==> src/rtl/cpu_controller.sv <==
// cpu_controller: multi-cycle fetch/decode/control FSM.
// Owns PC, IR and data-address register; drives datapath controls.
module cpu_controller #(
  parameter logic [7:0] RESET_PC = 8'h00
) (
  input  logic        clk,
  input  logic        reset,
  input  logic [15:0] read_data,
  input  logic [15:0] datapath_out,
  output logic [1:0]  mem_cmd,
  output logic [7:0]  mem_addr,
  output logic [2:0]  readnum,
  output logic [2:0]  writenum,
  output logic [3:0]  vsel,
  output logic        loada,
  output logic        loadb,
  output logic        loadc,
  output logic        loads,
  output logic        asel,
  output logic        bsel,
  output logic        write,
  output logic [1:0]  shift,
  output logic [1:0]  ALUop,
  output logic [15:0] sximm8,
  output logic [15:0] sximm5,
  output logic [7:0]  PC,
  output logic        halted
);

  localparam logic [1:0] MEM_NONE  = 2'b00;
  localparam logic [1:0] MEM_READ  = 2'b01;
  localparam logic [1:0] MEM_WRITE = 2'b10;

  typedef enum logic [4:0] {
    S_RST, S_IF1, S_IF2, S_UPD, S_DEC,
    S_WIMM, S_GETA, S_GETB, S_EXEC, S_WREG,
    S_ADDR, S_LADDR, S_MRD1, S_MRD2,
    S_GETBD, S_MOVC, S_MWR, S_HALT
  } state_t;

  state_t      state, state_nx;
  logic [7:0]  pc_q;
  logic [15:0] ir;
  logic [7:0]  addr;

  logic [2:0] opcode;
  logic [1:0] op;
  logic [2:0] rn, rd, rm;

  logic is_movi, is_movr, is_ab;
  logic is_cmp, is_mvn, is_ldr, is_str;

  // Upper datapath bits never address memory.
  logic unused_dp;
  assign unused_dp = ^datapath_out[15:8];

  assign opcode = ir[15:13];
  assign op     = ir[12:11];
  assign rn     = ir[10:8];
  assign rd     = ir[7:5];
  assign rm     = ir[2:0];

  assign is_movi = (opcode == 3'b110) && (op == 2'b10);
  assign is_movr = (opcode == 3'b110) && (op == 2'b00);
  assign is_ab   = (opcode == 3'b101) && !op[0];
  assign is_cmp  = (opcode == 3'b101) && (op == 2'b01);
  assign is_mvn  = (opcode == 3'b101) && (op == 2'b11);
  assign is_ldr  = (opcode == 3'b011) && (op == 2'b00);
  assign is_str  = (opcode == 3'b100) && (op == 2'b00);

  assign sximm8 = {{8{ir[7]}}, ir[7:0]};
  assign sximm5 = {{11{ir[4]}}, ir[4:0]};
  assign PC     = pc_q;

  // State, PC, IR and data-address registers.
  always_ff @(posedge clk) begin
    if (reset) begin
      state <= S_RST;
      pc_q  <= RESET_PC;
      ir    <= 16'h0000;
      addr  <= 8'h00;
    end else begin
      state <= state_nx;
      if (state == S_IF2)   ir   <= read_data;
      if (state == S_UPD)   pc_q <= pc_q + 8'd1;
      if (state == S_LADDR) addr <= datapath_out[7:0];
    end
  end

  // Next-state sequencing per instruction class.
  always_comb begin
    state_nx = state;
    unique case (state)
      S_RST:   state_nx = S_IF1;
      S_IF1:   state_nx = S_IF2;
      S_IF2:   state_nx = S_UPD;
      S_UPD:   state_nx = S_DEC;
      S_DEC: begin
        unique case (1'b1)
          is_movi:                   state_nx = S_WIMM;
          is_movr | is_mvn:          state_nx = S_GETB;
          is_ab | is_cmp:            state_nx = S_GETA;
          is_ldr | is_str:           state_nx = S_GETA;
          default:                   state_nx = S_HALT;
        endcase
      end
      S_WIMM:  state_nx = S_IF1;
      S_GETA:  state_nx = (is_ldr || is_str) ? S_ADDR : S_GETB;
      S_GETB:  state_nx = S_EXEC;
      S_EXEC:  state_nx = is_cmp ? S_IF1 : S_WREG;
      S_WREG:  state_nx = S_IF1;
      S_ADDR:  state_nx = S_LADDR;
      S_LADDR: state_nx = is_ldr ? S_MRD1 : S_GETBD;
      S_MRD1:  state_nx = S_MRD2;
      S_MRD2:  state_nx = S_IF1;
      S_GETBD: state_nx = S_MOVC;
      S_MOVC:  state_nx = S_MWR;
      S_MWR:   state_nx = S_IF1;
      S_HALT:  state_nx = S_HALT;
      default: state_nx = S_RST;
    endcase
  end

  // Moore output decode of state plus IR fields.
  always_comb begin
    mem_cmd  = MEM_NONE;
    mem_addr = addr;
    readnum  = 3'd0;
    writenum = 3'd0;
    vsel     = 4'b0000;
    loada    = 1'b0;
    loadb    = 1'b0;
    loadc    = 1'b0;
    loads    = 1'b0;
    asel     = 1'b0;
    bsel     = 1'b0;
    write    = 1'b0;
    shift    = ir[4:3];
    ALUop    = ir[12:11];
    halted   = 1'b0;
    unique case (state)
      S_IF1, S_IF2: begin
        mem_cmd  = MEM_READ;
        mem_addr = pc_q;
      end
      S_WIMM: begin
        vsel     = 4'b0100;
        writenum = rn;
        write    = 1'b1;
      end
      S_GETA: begin
        readnum = rn;
        loada   = 1'b1;
      end
      S_GETB: begin
        readnum = rm;
        loadb   = 1'b1;
      end
      S_EXEC: begin
        asel  = is_movr | is_mvn;
        loadc = !is_cmp;
        loads = is_cmp;
      end
      S_WREG: begin
        vsel     = 4'b0001;
        writenum = rd;
        write    = 1'b1;
      end
      S_ADDR: begin
        bsel  = 1'b1;
        ALUop = 2'b00;
        loadc = 1'b1;
      end
      S_MRD1: mem_cmd = MEM_READ;
      S_MRD2: begin
        mem_cmd  = MEM_READ;
        vsel     = 4'b1000;
        writenum = rd;
        write    = 1'b1;
      end
      S_GETBD: begin
        readnum = rd;
        loadb   = 1'b1;
      end
      S_MOVC: begin
        asel  = 1'b1;
        shift = 2'b00;
        ALUop = 2'b00;
        loadc = 1'b1;
      end
      S_MWR:  mem_cmd = MEM_WRITE;
      S_HALT: halted  = 1'b1;
      default: ;
    endcase
  end

endmodule

==> config.mk <==
export PLATFORM = sky130hd
export DESIGN_NAME = cpu_controller
export DESIGN_NICKNAME = d
export VERILOG_FILES = /design/src/rtl/cpu_controller.sv
export SDC_FILE = /design/constraint.sdc
export NUM_CORES = 1
export LEC_CHECK = 0
export ABC_AREA = 0
export CELL_PAD_IN_SITES_DETAIL_PLACEMENT = 0
export CELL_PAD_IN_SITES_GLOBAL_PLACEMENT = 1
export CORE_UTILIZATION = 25
export DETAILED_ROUTE_END_ITERATION = 6
export PLACE_DENSITY_LB_ADDON = 0.1
export SLEW_MARGIN = 20
export SYNTH_ARGS = -nofsm -noshare
export SYNTH_HDL_FRONTEND = slang
export SYNTH_SLANG_ARGS = --single-unit
export TNS_END_PERCENT = 100
==> constraint.sdc <==
create_clock -name clk -period 1.9 [get_ports clk]
set_input_delay 0.57 -clock clk [delete_from_list [all_inputs] [get_ports clk]]
set_output_delay 0.57 -clock clk [all_outputs]
set_load 0.05 [all_outputs]
# After elaboration in Yosys (flattened, before gate mapping)
# Cells that the tools add are included.
[word_totals]
word_cells = 72
in_bits = 34
ff_bits = 37
output_inout_bits = 72
[op_classes]
n_bitwise = 3
add_sub_neg = 1
reduce_logical = 20
n_eq_ne = 24
n_mux = 20
[ops]
columns = ["cell", "count"]
rows = [
  ["$pmux W5 S14", 1],
  ["$eq A5 B4 Y1 const B", 8],
  ["$eq A5 B3 Y1 const B", 4],
  ["$pmux W5 S3", 1],
  ["$pmux W4 S3", 1],
  ["$eq A5 B2 Y1 const B", 2],
  ["$eq A5 B5 Y1 const B", 2],
  ["$reduce_or A2 Y1", 5],
  ["$eq A3 B3 Y1 const B", 3],
  ["$pmux W3 S3", 1],
  ["$add A8 B1 Y8 const B", 1],
  ["$mux W4", 2],
  ["$mux W8", 1],
  ["$logic_and A1 B1 Y1", 7],
  ["$mux W1", 6],
  ["$mux W2", 3],
  ["$pmux W3 S2", 1],
  ["$eq A5 B1 Y1 const B", 1],
  ["$logic_not A5 Y1", 1],
  ["$reduce_or A5 Y1", 1],
  ["$eq A2 B2 Y1 const B", 2],
  ["$pmux W1 S2", 2],
  ["$pmux W2 S2", 1],
  ["$reduce_or A4 Y1", 1],
  ["7 further kinds", 10],
]

# Logic depth before layout (Yosys ltp)
[logic_depth]
ltp_word = 6
depth_mapped = 6
depth_no_buf = 5

# Worst setup path before layout
# Ideal clock, no wire load.
[synth_path]
kind = "flip-flop to output port"
start = "register state[2]"
end = "output readnum[0]"
t_required_ps = 1330
path_slack_ps = -952
path_stages_with_launch = 6
t_arrival_ps = 2282
path_buffers = 1
path_cell_list = "dfxtp_1 -> or3b_2 -> clkbuf_1 -> nor2_1 -> a22oi_1 -> nand2_1"
[synth_between]
elab_chain_cells = 2
elab_cells_between_ends = 4
cone_classes = "3 x eq/ne; 1 x mux"
[synth_rtl]
columns = ["item", "line_no", "rtl"]
rows = [
  ["from (decl)", "41", "state_t state, state_nx;"],
  ["from (signal assigned)", "83", "state <= state_nx;"],
  ["$eq A5 B4 Y1 or $eq A5 B3 Y1 (tied branches)", "141", "unique case (state)"],
  ["$pmux W3 S3 *", "141", ""],
  ["to (decl)", "12", "output logic [2:0] readnum,"],
]
# Mark *: on every way between the ends. The rest lies on a longest branch, timed or not.

# Final worst setup path
[layout_path]
start = "register state[0]"
end = "output loads"
[layout_between]
elab_chain_cells = 2
[layout_rtl]
columns = ["item", "line_no", "rtl"]
rows = [
  ["$eq A5 B4 Y1", "141", ""],
  ["$mux W1", "141", ""],
  ["to (decl)", "18", "output logic loads,"],
]
# No other way between the ends.

==> results <==
- The run finished, with violations left.
- The final reports fail on design-rule violations, negative setup slack.
- The number of CTS-inserted buffers is 5.
- The via count of the routed design is about 2500.
- Ranked by total cell area, the synthesized netlist is headed by sky130_fd_sc_hd__dfxtp_1 (32%), sky130_fd_sc_hd__buf_4 (12%), sky130_fd_sc_hd__nand2_1 (8.2%).
- The count of buffers from port buffering is 96.
- The number of buffers added to fix hold violations after cts is 0.
- The initial antenna violation count was 0.
- For this run, design rule violations remaining after detail routing come to 12.
- The cell sitting at the root of the clock tree is a sky130_fd_sc_hd__clkbuf_8.
- STA puts the critical path data required time at about 1.3 ns.
- Entering global routing, the biggest net connects 18 pins.
- The area of the core is 0.008848 mm².
- The gate count after technology mapping is a little over 300.
- The number of detailed-routing iterations run before antenna repair is 6.
- For this run, the register share of the synthesized area comes to roughly a third.
- The die outline height is a little under 100 µm.
- The register bit total from synthesis is 37.
- The worst clock skew is ~0.0096 ns.
- In the synthesized netlist the async set-or-reset flop fraction comes to 0%.
- The number of H-tree levels is 2.
- The number of nets in the finished design is 451.
- Summed over all cells, the static leakage comes to about 1.9 nW.
- The number of diodes is 0.
- The path class of the lowest-slack min-delay path is reg -> reg.
- Of all nets on the critical path, the largest fanout is 4.
- The commonest cells after synthesis are sky130_fd_sc_hd__nand2_1 (51), sky130_fd_sc_hd__dfxtp_1 (37), sky130_fd_sc_hd__buf_4 (36), sky130_fd_sc_hd__nor2_1 (36), sky130_fd_sc_hd__a21oi_1 (24).
- In the synthesized netlist the dominant register cell turns out to be sky130_fd_sc_hd__dfxtp_1.
- The number of standard-cell rows in the floorplan is 34.
- The share of cells above drive strength 1 is around 51%.
- In the final routed layout, each cell accounts on average for about 15 µm.
- The worst setup margin is -0.3245 ns.
- Clock latency on the worst-skew pair, taken at its later pin, is approximately 0.29 ns.
- The total routing usage reported by global routing is roughly 16%.
- The total overflow left after global routing is 0.
- The cell count after placement is ~500.
- After filler insertion, the fill cell instance count of the layout stands at 776.
- The placed wire-length estimate is roughly 5.8 mm.
- Dividing the detail-routed via count by the number of cells gives between 4 and 5.
- The tool flagged a number of max-cap violations equal to 0.
- The CTS sink count is 37.
- For the worst setup path, the data arrival time is approximately 1.7 ns.
- The area used by sequential logic in the layout is 758.2 µm².
- The number of distinct library cell variants in the gate-level netlist after synthesis is 49.
- The routed design could run at a clock period as short as about 2.2 ns.
- During synthesis, Yosys emitted a total of 0 warnings.
- In this run, the number of DRC markers left after iteration 0 of detailed routing was roughly 90.
- A synthesized cell averages approximately 7.7 µm².
- The kind of start point of the critical path is a flip-flop.
- The worst pin sits at a relative slew slack of between 50% and 60%.
- The clock-pin slew on the worst setup and hold paths is ~0.090 ns.
- For this design the ratio of total power to cell area is approximately 1000 mW/mm².
- sky130_fd_sc_hd__nand2_1 is the most common cell in the netlist.
- The number of enable-type register cells in the synthesized netlist is 0.
- The maximum count of clock buffers along a single path is 2.
- The total detailed-routing wirelength is roughly 7.8 mm.
- The TritonCTS clock tree is built.
- With fillers left out, the area of the finished cells amounts to around 0.0047 mm².
- The count of final hold-check violations was 0.
- The number of I/O pins is about 110.
- Hold timing on the final database bottoms out at a slack of 0.4981 ns.
- Summed over all instances, the cell type with the most area after synthesis is sky130_fd_sc_hd__dfxtp_1.
- The kind of critical path is reg -> out.
- Timing would allow up to 0.4495 GHz.
- STA classifies the critical path endpoint as an output port.
- The worst setup slack before clock tree synthesis is -0.2127 ns.
- The area of the die is 0.009704 mm².
- Once the floorplan was initialized, standard cells occupied approximately a quarter of the core.
- The actual slew at the worst max-slew pin is between 0.6 and 0.7 ns.
- Across the VDD grid, the largest voltage drop is between 1 and 1.5 mV.
- The number of global-route vias before repair is about 2400.
- After detailed placement, the total cell area comes to between 0.004 and 0.005 mm².
- The filler-free cell count of the finished design is between 500 and 600.
- The proportion of netlist area held by the largest area contributor is about a third.
- The multi-input combinational cells in the finished layout cover a total of 0.001629 mm².
- The post-synthesis to final-layout area growth is 101.0%.
- Of the available clock period, the critical path in the final layout requires 117.1%.
- The setup-violating endpoint count in the final report is 31.
- Setup repair after global routing could not meet its margin everywhere.
- The antenna violation net count after detailed routing is 0.
- After synthesis the cells add up to around 0.0023 mm².
- The synthesized net count is 339.
- The max-slew violation count is 0.
- The placer congestion estimate is approximately 0.88.
- Cells fill between 50% and 60% of the core in the end.
- The global-route wire length before repair is between 10 and 15 mm.
- The die is 98.51 µm wide.
## through the flow
step | TNS, ns | power, mW
after floorplan | -2.609 | 2.605
final | -7.188 | 4.715
after global placement | -2.041 | 3.562
after CTS | -7.474 | 4.682
after global routing | -8.952 | 4.959
after detailed placement | -2.213 | 3.556
## critical path: stages (launching register included)
cell	delay, ns
sky130_fd_sc_hd__dfxtp_2	0.34
sky130_fd_sc_hd__buf_6	0.12
sky130_fd_sc_hd__buf_6	0.12
sky130_fd_sc_hd__or4_4	0.52
sky130_fd_sc_hd__nor2_4	0.12
sky130_fd_sc_hd__buf_12	0.14
## layout by cell type (no fill, tap or decap), types with 4 or more instances in the layout
cell type and n:
sky130_fd_sc_hd__a21oi_1 21, sky130_fd_sc_hd__a22oi_2 7, sky130_fd_sc_hd__and2_4 4, sky130_fd_sc_hd__buf_12 61, sky130_fd_sc_hd__buf_4 51, sky130_fd_sc_hd__buf_6 17, sky130_fd_sc_hd__clkbuf_8 5, sky130_fd_sc_hd__clkdlybuf4s50_1 25
sky130_fd_sc_hd__dfxtp_1 29, sky130_fd_sc_hd__dfxtp_2 5, sky130_fd_sc_hd__mux2_4 8, sky130_fd_sc_hd__mux2i_1 9, sky130_fd_sc_hd__nand2_1 46, sky130_fd_sc_hd__nand2_4 5, sky130_fd_sc_hd__nand4_1 4, sky130_fd_sc_hd__nor2_1 22
sky130_fd_sc_hd__nor2_2 5, sky130_fd_sc_hd__nor2_4 9, sky130_fd_sc_hd__nor2b_4 5, sky130_fd_sc_hd__nor3_4 4, sky130_fd_sc_hd__xnor2_1 4
## power breakdown
part	internal [mW]	leakage [nW]	switching [mW]	total [mW]
clock network	0.254	0.0439	0.307	0.560
logic	1.48	1.51	1.68	3.15
registers	0.879	0.304	0.121	1.00
## repair_timing
item | CTS | global route
endpoints found under the setup margin | 31 | 32
resized for setup | 67 | 10
pin swaps | 18 | 12
buffers inserted | 12 | 7
## cell type report
class	instances	area share [%]
Tap cell	108	2.887
Clock inverter	3	0.3742
Sequential cell	37	16.20
Timing Repair Buffer	155	44.03
Clock buffer	5	1.470
Multi-Input combinational cell	214	34.80
Inverter	3	0.2406
## state kept, by name, summed over array words and instances (netlist names)
name	cells
ir	16
PC	8
addr	8
state	5
## worst paths after layout
check	from	end	slack (ns)	cells past startpoint
setup / recovery	state[0]	loads	-0.32	5
setup reg to reg	state[3]	PC[7]	0.03	6
hold / removal	ir[10]	ir[10]	0.50	2
hold reg to reg	ir[10]	ir[10]	0.50	2
## routing by layer
layer	global-route usage (%)	vias up	wire, µm	share of wire, %
li1	-	1236	-	-
met1	21.16	1170	3432	44
met2	27.63	75	3838	49
met3	3.262	6	425	5.5
met4	5.166	0	76	0.98
met5	0	-	0	0
## cell families after synthesis
group / count (synthesis) / share of synthesized area, %
AOI/OAI and AO/OA: 50 / 13.49
other: 1 / 0.1610
adders and majority gates: 1 / 0.5373
DFF: 37 / 31.81
and+or+nand+nor: 138 / 29.07
xor gates and xnor gates: 7 / 2.633
muxes: 17 / 7.738
buffers and inverters: 53 / 14.56
No activity file was read; power rests on OpenSTA's default activity.
